File: config.mk
export PLATFORM = sky130hd
export DESIGN_NAME = imem_loader
export DESIGN_NICKNAME = d
export VERILOG_FILES = /design/src/rtl/imem_loader.sv
export SDC_FILE = /design/constraint.sdc
export NUM_CORES = 1
export LEC_CHECK = 0
export ABC_AREA = 1
export CAP_MARGIN = 30
export CORE_ASPECT_RATIO = 0.9
export CORE_MARGIN = 1
export CORE_UTILIZATION = 35
export DETAILED_ROUTE_END_ITERATION = 8
export PLACE_DENSITY_LB_ADDON = 0.25
export REMOVE_ABC_BUFFERS = 1
export SLEW_MARGIN = 25
export SYNTH_ARGS = -nofsm -noshare
export SYNTH_HDL_FRONTEND = slang
export SYNTH_SLANG_ARGS = --single-unit
File: constraint.sdc
create_clock -name clk -period 4.47 [get_ports clk]
set_input_delay 0.894 -clock clk [delete_from_list [all_inputs] [get_ports clk]]
set_output_delay 0.894 -clock clk [all_outputs]
set_load 0.01 [all_outputs]
File: src/rtl/imem_loader.sv
// Byte-stream instruction memory loader with XOR checksum.
// Holds the core in reset until a frame loads cleanly.
module imem_loader #(
  parameter int          MEM_WORDS = 256,
  parameter logic [31:0] BASE_ADDR = 32'h0000_0000
) (
  input  logic        clk,
  input  logic        reset,
  input  logic        in_valid,
  input  logic [7:0]  in_data,
  output logic        in_ready,
  input  logic        reload,
  output logic        mem_we,
  output logic [31:0] mem_addr,
  output logic [31:0] mem_wdata,
  output logic        cpu_reset,
  output logic        done,
  output logic        err
);

  localparam int          IW   = $clog2(MEM_WORDS + 1);
  localparam logic [16:0] MAXN = 17'(MEM_WORDS);

  typedef enum logic [2:0] {
    S_CNT_HI,
    S_CNT_LO,
    S_DATA,
    S_CSUM,
    S_RUN,
    S_ERROR
  } state_t;

  state_t        state_q;
  logic [7:0]    hi_q;
  logic [15:0]   n_q;
  logic [IW-1:0] idx_q;
  logic [1:0]    bcnt_q;
  logic [23:0]   asm_q;
  logic [7:0]    xor_q;
  logic          mem_we_q;
  logic [31:0]   mem_addr_q;
  logic [31:0]   mem_wdata_q;
  logic          cpu_reset_q;
  logic          done_q;
  logic          err_q;

  logic          accept;
  logic [15:0]   n_d;
  logic [15:0]   idx_inc_d;
  logic [31:0]   waddr_d;
  logic [7:0]    xor_d;

  // Handshake decode and per-byte helper values.
  always_comb begin
    in_ready  = (state_q == S_CNT_HI) || (state_q == S_CNT_LO) ||
                (state_q == S_DATA)   || (state_q == S_CSUM);
    accept    = in_valid && in_ready;
    n_d       = {hi_q, in_data};
    idx_inc_d = 16'(idx_q) + 16'd1;
    waddr_d   = BASE_ADDR + (32'(idx_q) << 2);
    xor_d     = xor_q ^ in_data;
  end

  // Frame parser FSM with registered memory and core-control outputs.
  always_ff @(posedge clk) begin
    if (reset) begin
      state_q     <= S_CNT_HI;
      hi_q        <= '0;
      n_q         <= '0;
      idx_q       <= '0;
      bcnt_q      <= '0;
      asm_q       <= '0;
      xor_q       <= '0;
      mem_we_q    <= 1'b0;
      mem_addr_q  <= BASE_ADDR;
      mem_wdata_q <= '0;
      cpu_reset_q <= 1'b1;
      done_q      <= 1'b0;
      err_q       <= 1'b0;
    end else begin
      mem_we_q <= 1'b0;
      unique case (state_q)
        S_CNT_HI: begin
          if (accept) begin
            hi_q    <= in_data;
            xor_q   <= xor_d;
            state_q <= S_CNT_LO;
          end
        end
        S_CNT_LO: begin
          if (accept) begin
            n_q   <= n_d;
            xor_q <= xor_d;
            if ({1'b0, n_d} > MAXN) begin
              state_q <= S_ERROR;
              err_q   <= 1'b1;
            end else if (n_d == 16'd0) begin
              state_q <= S_CSUM;
            end else begin
              state_q <= S_DATA;
            end
          end
        end
        S_DATA: begin
          if (accept) begin
            xor_q <= xor_d;
            asm_q <= {asm_q[15:0], in_data};
            if (bcnt_q == 2'd3) begin
              mem_we_q    <= 1'b1;
              mem_addr_q  <= waddr_d;
              mem_wdata_q <= {asm_q, in_data};
              idx_q       <= idx_q + 1'b1;
              bcnt_q      <= 2'd0;
              if (idx_inc_d == n_q) begin
                state_q <= S_CSUM;
              end
            end else begin
              bcnt_q <= bcnt_q + 2'd1;
            end
          end
        end
        S_CSUM: begin
          if (accept) begin
            if (in_data == xor_q) begin
              state_q     <= S_RUN;
              cpu_reset_q <= 1'b0;
              done_q      <= 1'b1;
            end else begin
              state_q <= S_ERROR;
              err_q   <= 1'b1;
            end
          end
        end
        S_RUN, S_ERROR: begin
          if (reload) begin
            state_q     <= S_CNT_HI;
            idx_q       <= '0;
            bcnt_q      <= '0;
            xor_q       <= '0;
            cpu_reset_q <= 1'b1;
            done_q      <= 1'b0;
            err_q       <= 1'b0;
          end
        end
        default: begin
          state_q <= S_CNT_HI;
        end
      endcase
    end
  end

  assign mem_we    = mem_we_q;
  assign mem_addr  = mem_addr_q;
  assign mem_wdata = mem_wdata_q;
  assign cpu_reset = cpu_reset_q;
  assign done      = done_q;
  assign err       = err_q;

endmodule

# Yosys cells after proc, flatten, opt, wreduce, memory -nomap -nowiden
# Index checks and enable logic that the tools add are counted.
[word_totals] register_bits=115
[classes] n_addsub=3 order_cmp=1 n_eq_ne=19 muxes=36 bitwise_logic=3 n_reduce_logical=23
[op_table] op="9-bit 2-to-1 mux" count=3
[op_table] op="3-bit 2-to-1 mux" count=8
[op_table] op="9-bit case mux with 2 select lines" count=1
[op_table] op="10-bit by 16-bit equality test with 1-bit output" count=1
[op_table] op="16-bit by 9-bit greater-than comparator with 1-bit output (second input constant)" count=1
[op_table] op="16-bit logical NOT" count=1
[op_table] op="8-bit 2-to-1 mux" count=2
[op_table] op="8-bit case mux with 2 select lines" count=1
[op_table] op="3-bit case mux with 5 select lines" count=1
[op_table] op="1-bit 2-to-1 mux" count=13
[op_table] op="2-bit != test (second input constant)" count=6
[op_table] op="9-bit by 1-bit adder with 10-bit output (second input constant)" count=1
[op_table] op="2-bit by 1-bit != test with 1-bit output (second input constant)" count=5
[op_table] op="9-bit by 1-bit adder with 9-bit output (second input constant)" count=1
[op_table] op="3-bit AND reduction" count=3
[op_table] op="8-bit equality test" count=1
[op_table] op="4-bit AND reduction" count=2
[op_table] op="8-bit bitwise XOR" count=1
[op_table] op="7-bit AND reduction" count=1
[op_table] op="3-bit by 2-bit equality test with 1-bit output (second input constant)" count=2
[op_table] op="3-bit equality test (second input constant)" count=2
[op_table] op="2-bit 2-to-1 mux" count=3
[op_table] op="2-bit AND reduction" count=3
[op_table] op="6-bit AND reduction" count=1
[op_table] op="other kinds (14)" count=21

# Longest topological paths before layout
# Gate-level depths: netlist (run 1).
[depth] ltp_word=7 mapped_depth=13 mapped_depth_nobuf=13

# Least setup slack after synthesis (run 1)
# Ideal clock, no wire load.
[synth_timing] kind="input-to-reg" start="in reset" end="reg hi_q[7]" setup_time_ps=65 t_arrival_ps=1899 t_required_ps=4405 path_slack_ps=2506 stages=6 path_buffers=3 cell_sequence="clkbuf_1 inv_1 clkbuf_1 clkbuf_1 o21ai_0 nor2_1"
[synth_lines] element="from (decl)" line="8" rtl="input logic reset,"
[synth_lines] element="to (signal assigned)" line="85" rtl="hi_q <= in_data;"
[synth_lines] element="to (decl)" line="34" rtl="logic [7:0] hi_q;"

# Worst setup path in the final report (run 1)
[layout_timing] start="in in_valid" end="reg mem_wdata_q[3], in the netlist mem_wdata[3]"
[layout_via] elab_chain_cells=2
[layout_rtl] element="from (decl)" line="9" rtl="input logic in_valid,"
[layout_rtl] element="1-bit logical AND" line="57" rtl="accept = in_valid && in_ready;"
[layout_rtl] element="3-bit AND reduction (no source line)"
[layout_rtl] element="to (signal assigned)" line="111" rtl="mem_wdata_q <= {asm_q, in_data};"
[layout_rtl] element="to (decl)" line="42" rtl="logic [31:0] mem_wdata_q;"
# No other way between the ends.
# A chain may end at the register's enable or synchronous reset.

==> results of run 1 <==
[worst max-delay path by stage]
stage	start	end	slack, ns	cells past startpoint
global route	in_valid	mem_wdata[3]	0.96	9
global placement	in_valid	mem_wdata[11]	1.00	9
floorplan	in_valid	mem_wdata[11]	1.76	8
finish	in_valid	mem_wdata[3]	1.25	9
detailed placement	in_valid	mem_wdata[3]	0.86	9
CTS	in_valid	mem_wdata[3]	1.29	9
[power by group]
group	internal (mW)	leakage (nW)	switching, mW
Combinational	0.0879	1.22	0.164
Clock	0.791	0.260	0.473
Sequential	1.08	0.934	0.0342
Total	1.96	2.42	0.671
[sequential cells by signal (all words and copies together) (netlist names)]
| register | cells |
|---|---|
| asm_q | 24 |
| cpu_reset | 1 |
| xor_q | 8 |
| mem_wdata | 32 |
| mem_we | 1 |
| state_q | 3 |
| bcnt_q | 2 |
| hi_q | 8 |
| idx_q | 9 |
| n_q | 16 |
| err | 1 |
| mem_addr | 9 |
| done | 1 |
[layer usage]
layer  share of wire, %  global-route usage (%)
met5                  0                       0
met4                1.0                    6.67
met2                 45                    27.4
met1                 49                    22.2
met3                4.9                    3.79
[kinds of logic after synthesis]
group	Yosys count	synth area share [%]
compound gates	178	19.3
xor+xnor	10	1.79
fa+ha+maj	2	0.511
buf+inv	114	11.4
flops	115	47.0
other cells	1	0.0765
simple gates	233	19.9
[tightest hold or removal path, stage by stage, from the launching register on]
cell and delay [ns]:
dfxtp_1 0.31, inv_1 0.05, a21oi_1 0.05
[per-stage QoR]
| stage | instances | util (%) | setup WS, ns | hold slack (ns) | instance area [um^2] |
|---|---|---|---|---|---|
| floorplan | 622 | - | 1.76 | 0.433 | 4660 |
| global placement | 851 | 40.5 | 1.00 | 0.447 | 5470 |
| detailed placement | 851 | 40.5 | 0.862 | 0.450 | 5470 |
| CTS | 883 | 44.6 | 1.29 | 0.458 | 6030 |
| global route | 883 | 44.6 | 0.957 | 0.482 | 6030 |
| finish | 883 | 44.6 | 1.25 | 0.456 | 6030 |
[cell usage in the layout, fill, tap and decap left out, drive strengths merged, types with 4 or more instances in the layout]
| cell | instances |
|---|---|
| nor2 | 116 |
| dfxtp | 115 |
| clkinv | 4 |
| buf | 4 |
| clkinvlp | 6 |
| clkdlybuf4s50 | 57 |
| xnor2 | 9 |
| nand3 | 34 |
| nand2 | 75 |
| conb | 23 |
| inv | 62 |
| o21ai | 102 |
| a21oi | 68 |
| clkbuf | 20 |
[area by class of cell]
| type | count | area [um^2] | area share [%] |
|---|---|---|---|
| Timing Repair Buffer | 61 | 601 | 9.96 |
| Multi-Input combinational cell | 446 | 2120 | 35.2 |
| Clock inverter | 12 | 108 | 1.78 |
| Tap cell | 168 | 210 | 3.49 |
| Inverter | 61 | 231 | 3.84 |
| Sequential cell | 115 | 2300 | 38.2 |
| Clock buffer | 20 | 457 | 7.57 |
==> results.sh, run 1 <==
export IMPL_status="complete, no violations"
export IMPL_coreArea_um2=13500
export IMPL_setup_viol_count_final=0
export IMPL_synth_edf_count=0
export IMPL_fin_nets=716
export IMPL_cp_max_fo=30
export IMPL_required_ns=4.80
export IMPL_yosysMostFrequentCell="dfxtp_1"
export IMPL_dr_pass1_iters=5
export IMPL_path_class="input pin to flip-flop"
export IMPL_p_leak_nw=2.42
export IMPL_hold_viol=0
export IMPL_cp_end_kind="flip-flop"
export IMPL_hpwl_mm=7.84
export IMPL_r2r_slack_ns=1.66
export IMPL_synth_seq_area_share_pct=47.0
export IMPL_synth_flop_cell="dfxtp_1"
export IMPL_final_layout_size_suffix_gt1_share_pct=8.25
export IMPL_cts_setup_buffers=0
export IMPL_fillers=1335
export IMPL_die_w_um=127
export IMPL_synth_cells=653
export IMPL_async_flop_share_pct=0
export IMPL_antenna_found_initial=0
export IMPL_cts_root_buf="clkbuf_16"
export IMPL_grt_start_max_net_pins=99
export IMPL_die_area_um2=14500
export IMPL_finalPower_mw=2.63
export IMPL_cts_buffer_depth=2
export IMPL_regToRegEndpoint="mem_wdata[3]"
export IMPL_wl_per_cell_um=13.2
export IMPL_powerDensity_nw_per_um2=436
export IMPL_critical_path_cell_chain="clkdlybuf4s50_1 > inv_1 > nor2_4 > inv_2 > nor2_4 > inv_2 > nor2_2 > inv_2 > o21ai_1"
export IMPL_drv_slew=0
export IMPL_tightest_slew_ns=0.847
export IMPL_io_buffers=57
export IMPL_critical_path_max_stage_delay_ns=0.53
export IMPL_ys_types=36
export IMPL_cts_hold_buf=0
export IMPL_setup_tns_ns=0
export IMPL_arrival_ns=3.55
export IMPL_numCtsBuffers=17
export IMPL_cts_repair_resized=0
export IMPL_max_slew_margin_pct=43.5
export IMPL_diodes=0
export IMPL_worst_path_max_delay_cell="clkdlybuf4s50_1"
export IMPL_min_path_cells=2
export IMPL_viasPerCell=4.80
export IMPL_rsz0062_at_grt="false"
export IMPL_syn2layout_area_growth_pct=23.1
export IMPL_grt_pass1_vias=3951
export IMPL_rows=40
export IMPL_track_usage_pct=17.0
export IMPL_worst_r2r_path_depth=10
export IMPL_wl_mm=11.7
export IMPL_cts_htree_levels=4
export IMPL_clk_pin_slew_worst_paths_ns=0.05
export IMPL_grt_overflow=0
export IMPL_critPathBufInv=5
export IMPL_yosysWarnings=0
export IMPL_yosysTopAreaCell="dfxtp_1"
export IMPL_worst_clock_skew_ns=0.00578
export IMPL_netlist_top_cells_count="dfxtp_1, nor2_1, o21ai_0"
export IMPL_worstReg2RegStart="state_q[1]"
export IMPL_io_pins=81
export IMPL_fin_crit_ns=3.22
export IMPL_netlist_area_um2=4900
export IMPL_avgSynthCellArea_um2=7.50
export IMPL_ys_ff_latch=115
export IMPL_synthTopCellsByArea="dfxtp_1, o21ai_0, nor2_1"
export IMPL_initial_core_util_pct=36.3
export IMPL_fp_dieH_um=114
export IMPL_grt_pass1_wl_mm=19.4
export IMPL_routabilityCongestion=0.827
export IMPL_clock_sinks=115
export IMPL_tritoncts="yes"
export IMPL_ir_drop_mv=0.260
export IMPL_hold_start="xor_q[4]"
export IMPL_ant_nets=0
export IMPL_crit_family="buffers and inverters"
export IMPL_startpoint_type="input pin"
export IMPL_final_period_utilization_pct=72.1
export IMPL_maxCapViolCount=0
export IMPL_drt_iter0_markers=295
export IMPL_hp_class="flip-flop to flip-flop"
export IMPL_worst_path_most_repeated_cell="inv_2"
export IMPL_max_freq_mhz=310
export IMPL_clk_latency_ns=0.40
export IMPL_hold_path_end="xor_q[4]"
export IMPL_vias=4242
export IMPL_drc=0
export IMPL_netlist_area_leader_share_pct=47.0
(Power assumes the default switching activity.)
==> inputs of run 2 (changes only) <==
Clock period 4.47 ns to 3 ns, I/O delays scaled along.
==> results.sh, run 2 (synthesis results as in run 1) <==
export IMPL_drv_slew=0
export IMPL_grt_overflow=0
export IMPL_initial_core_util_pct=36.3
export IMPL_diodes=0
export IMPL_hold_viol=0
export IMPL_dr_pass1_iters=5
export IMPL_cts_buffer_depth=2
export IMPL_maxCapViolCount=0
export IMPL_syn2layout_area_growth_pct=25.2
export IMPL_finalPower_mw=4.12
export IMPL_startpoint_type="flip-flop"
export IMPL_rows=40
export IMPL_setup_tns_ns=0
export IMPL_clk_latency_ns=0.40
export IMPL_p_sw_share_pct=23.8
export IMPL_clock_sinks=115
export IMPL_arrival_ns=2.39
export IMPL_final_cell_mix="dfxtp_1, nor2_1, o21ai_0"
export IMPL_ir_drop_mv=0.529
export IMPL_largest_reg_flops=32
export IMPL_fin_crit_ns=2.07
export IMPL_viasPerCell=4.87
export IMPL_coreArea_um2=13500
export IMPL_antenna_found_initial=0
export IMPL_drc=0
export IMPL_p_clk_share_pct=50.2
export IMPL_wl_per_cell_um=13.9
export IMPL_p_leak_nw=2.48
export IMPL_track_usage_pct=17.8
export IMPL_cts_root_buf="clkbuf_16"
export IMPL_cts_htree_levels=4
export IMPL_seqPwrFrac_pct=40.4
export IMPL_final_period_utilization_pct=68.9
export IMPL_grt_pass1_vias=4117
export IMPL_hold_ws_ns=0.459
export IMPL_io_pins=81
export IMPL_ant_nets=0
export IMPL_die_area_um2=14500
export IMPL_comb_power_share_pct=9.4
export IMPL_seq_area_um2=2300
export IMPL_max_freq_mhz=484
export IMPL_fin_nets=721
export IMPL_cts_setup_buffers=0
export IMPL_cp_max_fo=15
export IMPL_p_sw_uw=982
export IMPL_cp_end_kind="flip-flop"
export IMPL_cts_repair_resized=0
export IMPL_path_class="flip-flop to flip-flop"
export IMPL_worst_clock_skew_ns=0.00612
export IMPL_die_w_um=127
export IMPL_tightest_slew_ns=0.588
export IMPL_multiInputGateArea_um2=2120
export IMPL_hpwl_mm=8.39
export IMPL_numCtsBuffers=17
export IMPL_drt_iter0_markers=290
export IMPL_rsz0062_at_grt="false"
export IMPL_routabilityCongestion=0.812
export IMPL_setup_viol_count_final=0
export IMPL_fillers=1329
export IMPL_cts_hold_buf=0
export IMPL_tritoncts="yes"
export IMPL_final_common_cell="dfxtp_1"
export IMPL_clk_pin_slew_worst_paths_ns=0.05
export IMPL_hp_class="flip-flop to flip-flop"
export IMPL_fp_dieH_um=114
export IMPL_final_layout_size_suffix_gt1_share_pct=8.61
export IMPL_grt_pass1_wl_mm=20.2
export IMPL_intPower_mw=3.14
export IMPL_io_buffers=57
export IMPL_wl_mm=12.3
export IMPL_required_ns=3.32
export IMPL_status="complete, no violations"
export IMPL_grt_start_max_net_pins=41
export IMPL_fin_util_pct=45.4
export IMPL_powerDensity_nw_per_um2=673
export IMPL_vias=4321
export IMPL_max_slew_margin_pct=60.8
-- run 2: worst paths after layout --
check | startpoint | to | slack, ns | cells past startpoint
setup / recovery | bcnt_q[0] | state_q[0] | 0.93 | 11
hold / removal | xor_q[0] | xor_q[0] | 0.46 | 2
setup reg to reg | bcnt_q[0] | state_q[0] | 0.93 | 11
hold reg to reg | xor_q[0] | xor_q[0] | 0.46 | 2
-- run 2: worst max-delay path: stages (launching register included) --
cell and delay [ns]:
dfxtp_1 0.35, ha_1 0.54, nand2_1 0.13, nor2_1 0.14, nand2_1 0.07, nor2_1 0.11
nand3_1 0.07, nor2_1 0.09, nand3_1 0.12, nand2_1 0.13, nand3_1 0.08, a21oi_1 0.15
-- run 2: per-layer routing --
| metal | GRT usage (%) | vias to the layer above | part of all wire, % |
|---|---|---|---|
| met5 | 0 | - | 0 |
| met4 | 5.32 | 0 | 1.1 |
| met3 | 4.72 | 11 | 5.1 |
| met2 | 28.7 | 132 | 44 |
| met1 | 23.5 | 1982 | 49 |
| li1 | - | 2196 | - |
-- run 2: cell type report --
type | count | share of cell area (%)
clock buffers | 24 | 8.02
clock inverters | 8 | 2.02
inverters | 61 | 3.77
multi-input cells | 446 | 34.6
flip-flops and latches | 115 | 37.5
well taps | 168 | 3.43
repair buffers | 66 | 10.6
-- run 2: through the flow --
step | instances | instance area, um^2 | setup slack (ns)
floorplan | 622 | 4660 | 0.578
global placement | 856 | 5520 | 0.620
detailed placement | 856 | 5520 | 0.593
CTS | 888 | 6130 | 0.940
global route | 888 | 6130 | 0.695
finish | 888 | 6130 | 0.933
-- run 2: power groups by stage --
stage	combinational [mW]	clock [mW]	sequential, mW
floorplan	0.263	0	1.68
finish	0.389	2.07	1.67
detailed placement	0.386	0	1.70
global route	0.444	2.17	1.67
global placement	0.377	0	1.69
CTS	0.389	2.10	1.66
